[config.mk]
export PLATFORM = sky130hd
export DESIGN_NAME = calc_controller
export DESIGN_NICKNAME = d
export VERILOG_FILES = /design/src/rtl/calc_pkg.sv /design/src/rtl/bcd_entry_reg.sv /design/src/rtl/calc_controller.sv
export SDC_FILE = /design/constraint.sdc
export NUM_CORES = 1
export LEC_CHECK = 0
export CORE_MARGIN = 2
export CORE_UTILIZATION = 35
export DETAILED_ROUTE_END_ITERATION = 6
export GPL_TIMING_DRIVEN = 0
export PLACE_DENSITY_LB_ADDON = 0.12
export SETUP_SLACK_MARGIN = 0.1
export SYNTH_ARGS = -nofsm -noshare
export SYNTH_HDL_FRONTEND = slang
export SYNTH_HIERARCHICAL = 1
export SYNTH_SLANG_ARGS = --single-unit
[constraint.sdc]
create_clock -name clk -period 3.45 [get_ports clk]
set_clock_uncertainty 0.15 [all_clocks]
set_input_delay 0.69 -clock clk [delete_from_list [all_inputs] [get_ports clk]]
set_output_delay 0.69 -clock clk [all_outputs]
set_load 0.1 [all_outputs]
[src/rtl/calc_pkg.sv]
// Shared types and constants for the calculator sequencer: FSM states,
// keypad codes, ALU op encodings and key classification helpers.
package calc_pkg;

    typedef enum logic [1:0] {
        ENTER_A,
        ENTER_B,
        EXEC,
        SHOW
    } state_t;

    localparam logic [3:0] KEY_ADD = 4'd10;
    localparam logic [3:0] KEY_SUB = 4'd11;
    localparam logic [3:0] KEY_MUL = 4'd12;
    localparam logic [3:0] KEY_DIV = 4'd13;
    localparam logic [3:0] KEY_EQ  = 4'd14;
    localparam logic [3:0] KEY_CLR = 4'd15;

    localparam logic [2:0] OP_ADD = 3'b000;
    localparam logic [2:0] OP_SUB = 3'b001;
    localparam logic [2:0] OP_MUL = 3'b010;
    localparam logic [2:0] OP_DIV = 3'b011;

    function automatic logic is_digit(input logic [3:0] key);
        return key <= 4'd9;
    endfunction

    function automatic logic is_op(input logic [3:0] key);
        return (key >= KEY_ADD) && (key <= KEY_DIV);
    endfunction

    function automatic logic [2:0] key_to_op(input logic [3:0] key);
        case (key)
            KEY_SUB: return OP_SUB;
            KEY_MUL: return OP_MUL;
            KEY_DIV: return OP_DIV;
            default: return OP_ADD;
        endcase
    endfunction

endpackage

[src/rtl/bcd_entry_reg.sv]
// Four-digit BCD operand register: digits shift in at the low nibble,
// with synchronous clear/load and a four-significant-digit limit.
module bcd_entry_reg (
    input  logic        clk,
    input  logic        rst_n,
    input  logic        clr,
    input  logic        shift,
    input  logic        load,
    input  logic [3:0]  digit,
    input  logic [15:0] load_val,
    output logic [15:0] q,
    output logic [15:0] nxt
);

    // nxt is exported so the controller can register the display in step
    always_comb begin
        nxt = q;
        if (clr) begin
            nxt = '0;
        end else if (load) begin
            nxt = load_val;
        end else if (shift && (q[15:12] == 4'd0)) begin
            nxt = {q[11:0], digit};
        end
    end

    always_ff @(posedge clk or negedge rst_n) begin
        if (!rst_n) begin
            q <= '0;
        end else begin
            q <= nxt;
        end
    end

endmodule

[src/rtl/calc_controller.sv]
// Keypad-to-BCD-ALU sequencer with registered outputs.
// Define CALC_CHAIN_EN to let an operator key in SHOW chain from the result.
module calc_controller
    import calc_pkg::*;
#(
    parameter int unsigned ALU_LAT = 1
) (
    input  logic        clk,
    input  logic        rst_n,
    input  logic        key_valid,
    input  logic [3:0]  key_code,
    output logic [15:0] alu_num1,
    output logic [15:0] alu_num2,
    output logic [2:0]  alu_op,
    input  logic [15:0] alu_res,
    output logic [15:0] disp,
    output logic        busy,
    output logic        done,
    output logic        err
);

    localparam logic [2:0] LAT_CNT = 3'(ALU_LAT);

    state_t      state, state_nxt;
    logic [2:0]  cnt, cnt_nxt;
    logic [15:0] res, res_nxt;
    logic [2:0]  op_nxt;
    logic [15:0] disp_nxt;
    logic        busy_nxt, done_nxt, err_nxt;

    logic        a_clr, a_shift, a_load;
    logic [15:0] a_load_val, a_nxt;
    logic        b_clr, b_shift;
    logic [15:0] b_nxt;

    bcd_entry_reg u_opa (
        .clk      (clk),
        .rst_n    (rst_n),
        .clr      (a_clr),
        .shift    (a_shift),
        .load     (a_load),
        .digit    (key_code),
        .load_val (a_load_val),
        .q        (alu_num1),
        .nxt      (a_nxt)
    );

    bcd_entry_reg u_opb (
        .clk      (clk),
        .rst_n    (rst_n),
        .clr      (b_clr),
        .shift    (b_shift),
        .load     (1'b0),
        .digit    (key_code),
        .load_val ('0),
        .q        (alu_num2),
        .nxt      (b_nxt)
    );

    always_ff @(posedge clk or negedge rst_n) begin
        if (!rst_n) begin
            state  <= ENTER_A;
            cnt    <= '0;
            res    <= '0;
            alu_op <= OP_ADD;
            disp   <= '0;
            busy   <= 1'b0;
            done   <= 1'b0;
            err    <= 1'b0;
        end else begin
            state  <= state_nxt;
            cnt    <= cnt_nxt;
            res    <= res_nxt;
            alu_op <= op_nxt;
            disp   <= disp_nxt;
            busy   <= busy_nxt;
            done   <= done_nxt;
            err    <= err_nxt;
        end
    end

    always_comb begin
        state_nxt  = state;
        cnt_nxt    = cnt;
        res_nxt    = res;
        op_nxt     = alu_op;
        disp_nxt   = disp;
        busy_nxt   = 1'b0;
        done_nxt   = 1'b0;
        err_nxt    = err;
        a_clr      = 1'b0;
        a_shift    = 1'b0;
        a_load     = 1'b0;
        a_load_val = '0;
        b_clr      = 1'b0;
        b_shift    = 1'b0;

        if (state == EXEC) begin
            // keys are ignored entirely here; operands and op stay frozen
            if (cnt == '0) begin
                res_nxt   = alu_res;
                disp_nxt  = alu_res;
                done_nxt  = 1'b1;
                state_nxt = SHOW;
            end else begin
                cnt_nxt  = cnt - 3'd1;
                busy_nxt = 1'b1;
            end
        end else if (key_valid) begin
            if (key_code == KEY_CLR) begin
                a_clr     = 1'b1;
                b_clr     = 1'b1;
                op_nxt    = OP_ADD;
                res_nxt   = '0;
                cnt_nxt   = '0;
                disp_nxt  = '0;
                err_nxt   = 1'b0;
                state_nxt = ENTER_A;
            end else begin
                case (state)
                    ENTER_A: begin
                        if (is_digit(key_code)) begin
                            a_shift  = 1'b1;
                            disp_nxt = a_nxt;
                        end else if (is_op(key_code)) begin
                            op_nxt    = key_to_op(key_code);
                            b_clr     = 1'b1;
                            disp_nxt  = '0;
                            state_nxt = ENTER_B;
                        end
                    end
                    ENTER_B: begin
                        if (is_digit(key_code)) begin
                            b_shift  = 1'b1;
                            disp_nxt = b_nxt;
                        end else if (is_op(key_code)) begin
                            op_nxt = key_to_op(key_code);
                        end else if (key_code == KEY_EQ) begin
                            if ((alu_op == OP_DIV) && (alu_num2 == '0)) begin
                                res_nxt   = '0;
                                disp_nxt  = '0;
                                err_nxt   = 1'b1;
                                state_nxt = SHOW;
                            end else begin
                                cnt_nxt   = LAT_CNT;
                                busy_nxt  = 1'b1;
                                state_nxt = EXEC;
                            end
                        end
                    end
                    SHOW: begin
                        if (is_digit(key_code)) begin
                            a_load     = 1'b1;
                            a_load_val = {12'h000, key_code};
                            disp_nxt   = {12'h000, key_code};
                            state_nxt  = ENTER_A;
                        end else if (is_op(key_code)) begin
`ifdef CALC_CHAIN_EN
                            if (!err) begin
                                a_load     = 1'b1;
                                a_load_val = res;
                                op_nxt     = key_to_op(key_code);
                                b_clr      = 1'b1;
                                disp_nxt   = '0;
                                state_nxt  = ENTER_B;
                            end
`else
                            state_nxt = SHOW;
`endif
                        end
                    end
                    default: begin
                        state_nxt = state;
                    end
                endcase
            end
        end
    end

endmodule

==> results of run 1 <==
## kinds of logic (layout without fill, tap and decap cells)
logic type / after synthesis / after routing / share of synthesized area (%)
AO/OA/AOI/OAI: 145 / 145 / 29.1
XOR/XNOR: 1 / 1 / 0.237
adder cells (fa/ha/maj): 2 / 2 / 0.678
buffers and inverters: 70 / 167 / 9.90
flip-flops: 58 / 58 / 39.3
multiplexers: 19 / 19 / 6.68
other: 1 / 34 / 0.102
AND/OR/NAND/NOR: 96 / 96 / 14.0
## registers in the layout, indices dropped and copies added (netlist names)
name,flops
u_opa/q,16
u_opb/q,16
cnt,3
alu_op,2
done,1
disp,16
state,2
busy,1
err,1
## area by class of cell
cell class / instances / area (µm²) / area share (%)
multi-input cells: 297 / 2060 / 40.5
flip-flops and latches: 58 / 1450 / 28.5
repair buffers: 82 / 810 / 15.9
plain buffers: 37 / 263 / 5.16
well taps: 136 / 170 / 3.34
clock buffers: 11 / 141 / 2.77
inverters: 32 / 120 / 2.36
clock inverters: 5 / 77.6 / 1.52
## per-stage QoR
step / TNS, ns / hold WS [ns] / setup WS (ns) / cell area [µm²]
after floorplan: 0 / 0.244 / 0.334 / 3810
after global placement: -43.61 / 0.343 / -1.05 / 4740
after detailed placement: -22.11 / 0.345 / -1.13 / 4750
after CTS: 0 / 0.187 / 0.0862 / 5040
after global routing: 0 / 0.182 / 0.0810 / 5100
final: 0 / 0.164 / 0.140 / 5100
## placed cells by master, fill, tap and decap left out, types with 4 or more instances in the layout
master and n:
buf_4 11, buf_2 7, inv_1 31, a221oi_2 15, nand3_1 6, a31oi_1 26
a311oi_1 10, clkdlybuf4s50_1 70, mux2_4 9, nor3_1 10, o21ai_0 16, nor4_1 5
clkbuf_1 10, dfrtp_1 57, a21oi_1 9, mux2_2 9, clkbuf_2 6, o31ai_1 4
a221oi_1 12, o21ai_1 25, nor2_1 7, conb_1 34, buf_6 8, nor2b_1 9
a22o_1 11, clkbuf_8 11, nand2_1 36
## layer usage
metal / global-route usage (%) / part of all wire [%]
met1: 28.5 / 44
met2: 34.4 / 48
met3: 5.05 / 6.3
met4: 5.10 / 1.9
met5: 0 / 0
## worst max-delay path: stages
cell and delay (ns):
dlygate4sd2_1 0.30, clkbuf_8 0.18, o21a_4 0.25, nor3_2 0.18, buf_4 0.17, or4b_4 0.49, buf_6 0.16, o21ai_1 0.18
a221oi_2 0.10, a221oi_1 0.29, o31ai_1 0.12, mux2_4 0.27
## timing repair
item | CTS | global route
setup buffers | 4 | 2
gates resized for setup | 17 | 13
endpoints found under the setup margin | 36 | 13
pin swaps | 2 | 2
## worst paths after layout
path,start,endpoint,slack (ns),depth (start not counted)
worst min-delay path,rst_n,u_opa/q[11],0.16,1
min in group clk,disp[9],disp[9],0.36,1
max in group asynchronous,rst_n,u_opb/q[14],2.39,2
worst max-delay path,key_code[1],disp[2],0.14,12
worst min register to register,disp[9],disp[9],0.36,1
worst max register to register,state[1],disp[5],0.24,12
## power groups by stage
stage	clock network (µW)	registers (µW)	logic, µW
after floorplan	0	2630	1030
after detailed placement	0	1150	3350
after global placement	0	1150	3330
after CTS	736	1150	3370
after global routing	768	1190	3550
final	720	1160	3390
==> impl_metrics.py, run 1 <==
metrics = {
    "run_status": {
        "status": "finished clean",
    },
    "pwr": {
        "switching_power_uw": 2970,
        "vdd_drop_max_uv": 689,
        "power_frac_seq_pct": 22.0,
        "total_power_uw": 5270,
        "p_per_area_nw_per_um2": 1030,
        "clkPwrFrac_pct": 13.7,
        "internal-power_uw": 2300,
        "leakage_uw": 0.00205,
        "comb_power_share_pct": 64.4,
        "p_sw_share_pct": 56.4,
    },
    "detailed_routing": {
        "vias": 3566,
        "drt_wl_total_mm": 11.9,
        "drc": 0,
        "wl_per_cell_um": 18.1,
        "drt_iter0_markers": 214,
        "ant_nets": 0,
        "first_pass_iters": 5,
        "viasPerCell": 5.42,
    },
    "layout": {
        "syn_to_final_growth_pct": 38.1,
        "stdcell_count": 658,
        "utilization_pct": 49.6,
        "diodes": 0,
        "drive_gt1_share_pct": 18.6,
        "nets": 542,
        "fillers": 998,
    },
    "logic_synthesis": {
        "synth.most_common_cell": "dfrtp_1",
        "yosys_warnings": 6,
        "synth_edf_count": 0,
        "synthCells": 392,
        "ys_top_cells_by_count": "58 x dfrtp_1, 36 x nand2_1, 32 x inv_1",
        "synthFlopType": "dfrtp_1",
        "synthTopCellsByArea": "dfrtp_1 39%, a221oi_2 4.9%, a31oi_1 4.4%",
        "async_flop_share_pct": 100,
        "synth.cell_area_um2": 3690,
        "ys_seq_area_share_pct": 39.3,
        "netlist.area_leader.share_pct": 39.3,
        "ys_types": 50,
        "ys_seq_elements": 58,
        "syn_avg_cell_area_um2": 9.42,
        "synth_area_leader_cell": "dfrtp_1",
    },
    "grt": {
        "grt_pass1_vias": 3453,
        "grt_pass1_wl_mm": 18.7,
        "grt_max_degree": 40,
        "grt_overflow": 0,
        "grt_use_total_pct": 21.2,
        "grt_antenna_before_repair": 0,
    },
    "timing": {
        "slew_viol_final": 0,
        "finalSetupViolations": 0,
        "rsz0062_at_grt": "false",
        "period_minus_slack_ns": 3.31,
        "tightest_slew_ns": 0.986,
        "max_freq_mhz": 302,
        "max_slew_margin_pct": 34.1,
        "fin_crit_sh_pct": 96.0,
        "hold_viol_final": 0,
    },
    "place": {
        "gp_congestion": 0.871,
        "place_inst": 637,
        "port_buffers": 75,
        "hpwl_mm": 8.84,
    },
    "clocking": {
        "clock_path_buffers": 2,
        "h-tree-depth": 3,
        "hold_buffers": 0,
        "insertion_delay_ns": 0.34,
        "clkTransAtPathRegs_ns": 0.07,
        "cts_inserted_buffers": 9,
        "root_buffer": "clkbuf_8",
        "cts_tree": "yes",
        "clkSinkCount": 58,
    },
    "critical_path": {
        "cp.arrival_ns": 3.39,
        "cp-start-kind": "primary input",
        "required_ns": 3.52,
        "worstPathMaxFanout": 10,
        "worstSetupPathType": "primary input to flip-flop",
        "cp-end-kind": "flip-flop",
    },
    "floorplan": {
        "core-area_um2": 10300,
        "die_area_um2": 11400,
        "io_pins": 77,
        "std_cell_rows": 37,
        "die_h_um": 107,
        "die_x_um": 107,
        "initial_core_util_pct": 35.9,
    },
    "job": {
        "maxCapViolCount": 0,
    },
    "worst_hold_path": {
        "min_path_type": "primary input to asynchronous set/reset pin",
    },
}
(Power assumes the default switching activity.)
==> run 2, diff against run 1 <==
--- a/config.mk
+++ b/config.mk
@@ -7,6 +7,7 @@
 export LEC_CHECK = 0
 export CORE_MARGIN = 2
 export CORE_UTILIZATION = 35
+export CTS_BUF_LIST = sky130_fd_sc_hd__clkbuf_2
 export DETAILED_ROUTE_END_ITERATION = 6
 export GPL_TIMING_DRIVEN = 0
 export PLACE_DENSITY_LB_ADDON = 0.12
==> constraint.sdc (replaced) <==
create_clock -name clk -period 2.7 [get_ports clk]
set_clock_uncertainty 0.15 [all_clocks]
set_input_delay 0.54 -clock clk [delete_from_list [all_inputs] [get_ports clk]]
set_output_delay 0.54 -clock clk [all_outputs]
set_load 0.1 [all_outputs]
==> run 2 against run 1 <==
Against the previous run: the run now ends with negative setup slack left; register-to-register slack lost 0.44 ns; hold slack gained 0.21 ns; sequential share of layout area decreased by 2.0 points; largest cell class unchanged.
==> impl_metrics.py, run 2 (synthesized netlist as in run 1, its figures left out) <==
metrics = {
    "run_status": {
        "status": "finished, violations left",
        "violations": "negative setup slack",
    },
    "grt": {
        "grt_pass1_vias": 3571,
        "grt_overflow": 0,
        "grt_use_total_pct": 21.9,
        "grt_pass1_wl_mm": 19.3,
        "grt_max_degree": 40,
        "grt_antenna_before_repair": 0,
    },
    "pwr": {
        "switching_power_uw": 3960,
        "p_sw_share_pct": 57.3,
        "clkPwrFrac_pct": 11.0,
        "p_per_area_nw_per_um2": 1260,
        "power_frac_seq_pct": 21.3,
        "leakage_uw": 0.00235,
        "comb_power_share_pct": 67.6,
        "internal-power_uw": 2950,
        "vdd_drop_max_uv": 1010,
    },
    "clocking": {
        "clkTransAtPathRegs_ns": 0.19,
        "clock_path_buffers": 2,
        "h-tree-depth": 3,
        "clkSinkCount": 58,
        "cts_tree": "yes",
        "cts_inserted_buffers": 9,
        "insertion_delay_ns": 0.48,
        "root_buffer": "clkbuf_2",
    },
    "worst_hold_path": {
        "hp-start": "err",
        "min_path_type": "flip-flop to flip-flop",
    },
    "critical_path": {
        "worstPathMaxFanout": 5,
        "worstSetupPathType": "flip-flop to flip-flop",
        "rr_startpoint": "state[0]",
        "critPathMaxStageDelay_ns": 0.52,
        "critPathLaunch": "state[0]",
        "required_ns": 2.95,
        "cp.arrival_ns": 3.15,
        "cp-start-kind": "flip-flop",
        "cp-end-kind": "flip-flop",
        "cp_cell_sequence": "buf_6 > clkbuf_16 > nor4_4 > buf_4 > or4b_4 > buf_8 > o21ai_4 > a221oi_4 > nand2_1 > o21ai_2 > a22o_1 > mux2_4",
        "cpMaxStageDelayCell": "or4b_4",
    },
    "floorplan": {
        "die_h_um": 107,
        "die_x_um": 107,
        "initial_core_util_pct": 35.9,
        "core-area_um2": 10300,
        "io_pins": 77,
        "std_cell_rows": 37,
        "die_area_um2": 11400,
    },
    "layout": {
        "fillers": 977,
        "layout_common_cells": "58 x dfrtp_1, 45 x dlygate4sd2_1, 35 x nand2_1",
        "nets": 568,
        "final_common_cell": "dfrtp_1",
        "largestRegisters": "disp (16), u_opa/q (16), u_opb/q (16)",
        "diodes": 0,
        "syn_to_final_growth_pct": 48.6,
        "utilization_pct": 53.4,
        "drive_gt1_share_pct": 29.6,
        "multi_input_comb_area_um2": 2270,
        "ff_latch_area_um2": 1450,
    },
    "detailed_routing": {
        "wl_met3_um": 473,
        "wl_met2_mm": 5.90,
        "drt_wl_total_mm": 12.3,
        "ant_nets": 0,
        "wl_met1_mm": 5.66,
        "wl_per_cell_um": 18.0,
        "top_layer": "met4",
        "drc": 0,
        "first_pass_iters": 5,
        "viasPerCell": 5.30,
        "drt_iter0_markers": 137,
        "vias": 3622,
    },
    "timing": {
        "slew_viol_final": 0,
        "tightest_slew_ns": 0.969,
        "period_minus_slack_ns": 2.90,
        "max_slew_margin_pct": 35.7,
        "max_freq_mhz": 345,
        "worst_hold_slack_ns": 0.373,
        "setup_slack_ns": -0.197,
        "hold_viol_final": 0,
        "rsz0062_at_grt": "true",
        "fin_crit_sh_pct": 107,
        "finalSetupViolations": 15,
    },
    "place": {
        "gp_congestion": 0.832,
        "port_buffers": 75,
        "hpwl_mm": 8.91,
    },
    "job": {
        "maxCapViolCount": 0,
    },
}
[run 2: cell types whose count changed in the layout (fill, tap and decap cells not counted), sizes merged]
cell / change
clkdlybuf4s50: -53
dlygate4sd2: +42
buf: +27
clkdlybuf4s15: +8
bufinv: +1
clkbuf: +1
dlygate4sd3: +1
dlymetal6s2s: -1
[run 2: final timing paths]
| check | slack, ns | depth (start not counted) | to |
|---|---|---|---|
| min | 0.37 | 1 | err |
| min reg2reg | 0.37 | 1 | err |
| max in group asynchronous | 1.42 | 3 | u_opb/q[12] |
| max | -0.20 | 12 | disp[4] |
| max reg2reg | -0.20 | 12 | disp[4] |
| min in group asynchronous | 0.39 | 2 | disp[3] |
[run 2: critical path: cells and delay by family, from the launching register on]
kind	cells	cell delay, ns
compound gates	4	0.51
buf+inv	4	0.59
flops	1	0.43
mux	1	0.27
simple gates	3	0.86
[run 2: power by group through the flow]
stage	combinational, µW	sequential [µW]	clock (µW)
2_1_floorplan	1400	3370	0
3_3_place_gp	4350	1490	0
3_5_place_dp	4380	1490	0
4_1_cts	4560	1470	785
5_1_grt	4890	1510	821
6_report	4680	1480	764
[run 2: layout make-up]
type	instances	share of cell area, %
clock inverters	6	2.10
flip-flops and latches	58	26.5
plain buffers	38	6.59
clock buffers	10	0.913
multi-input cells	297	41.3
repair buffers	107	17.3
inverters	32	2.19
well taps	136	3.10
[run 2: stage by stage]
stage | cells | area (µm²) | TNS [ns] | setup slack (ns) | total power, µW
finish | 684 | 5480 | -1.73 | -0.197 | 6920
global route | 684 | 5480 | -2.91 | -0.265 | 7220
CTS | 677 | 5390 | -1.57 | -0.198 | 6820
detailed placement | 637 | 4870 | -41.24 | -1.39 | 5860
global placement | 636 | 4860 | -100.74 | -1.39 | 5830
floorplan | 425 | 3940 | -1.40 | -0.165 | 4770
[run 2: per-layer routing]
metal | up-vias | track usage, %
met5 | - | 0
met3 | 16 | 2.92
met4 | 0 | 7.33
met1 | 1752 | 29.6
li1 | 1749 | -
met2 | 105 | 36.0
[run 2: timing repair]
action / 4_1_cts / 5_1_grt
hold buffers: 1 / 0
hold endpoints to repair: 19 / 0
setup buffers: 22 / 7
pin swaps: 22 / 5
gates resized for setup: 117 / 23
gates cloned: 1 / 0
endpoints found under the setup margin: 101 / 24
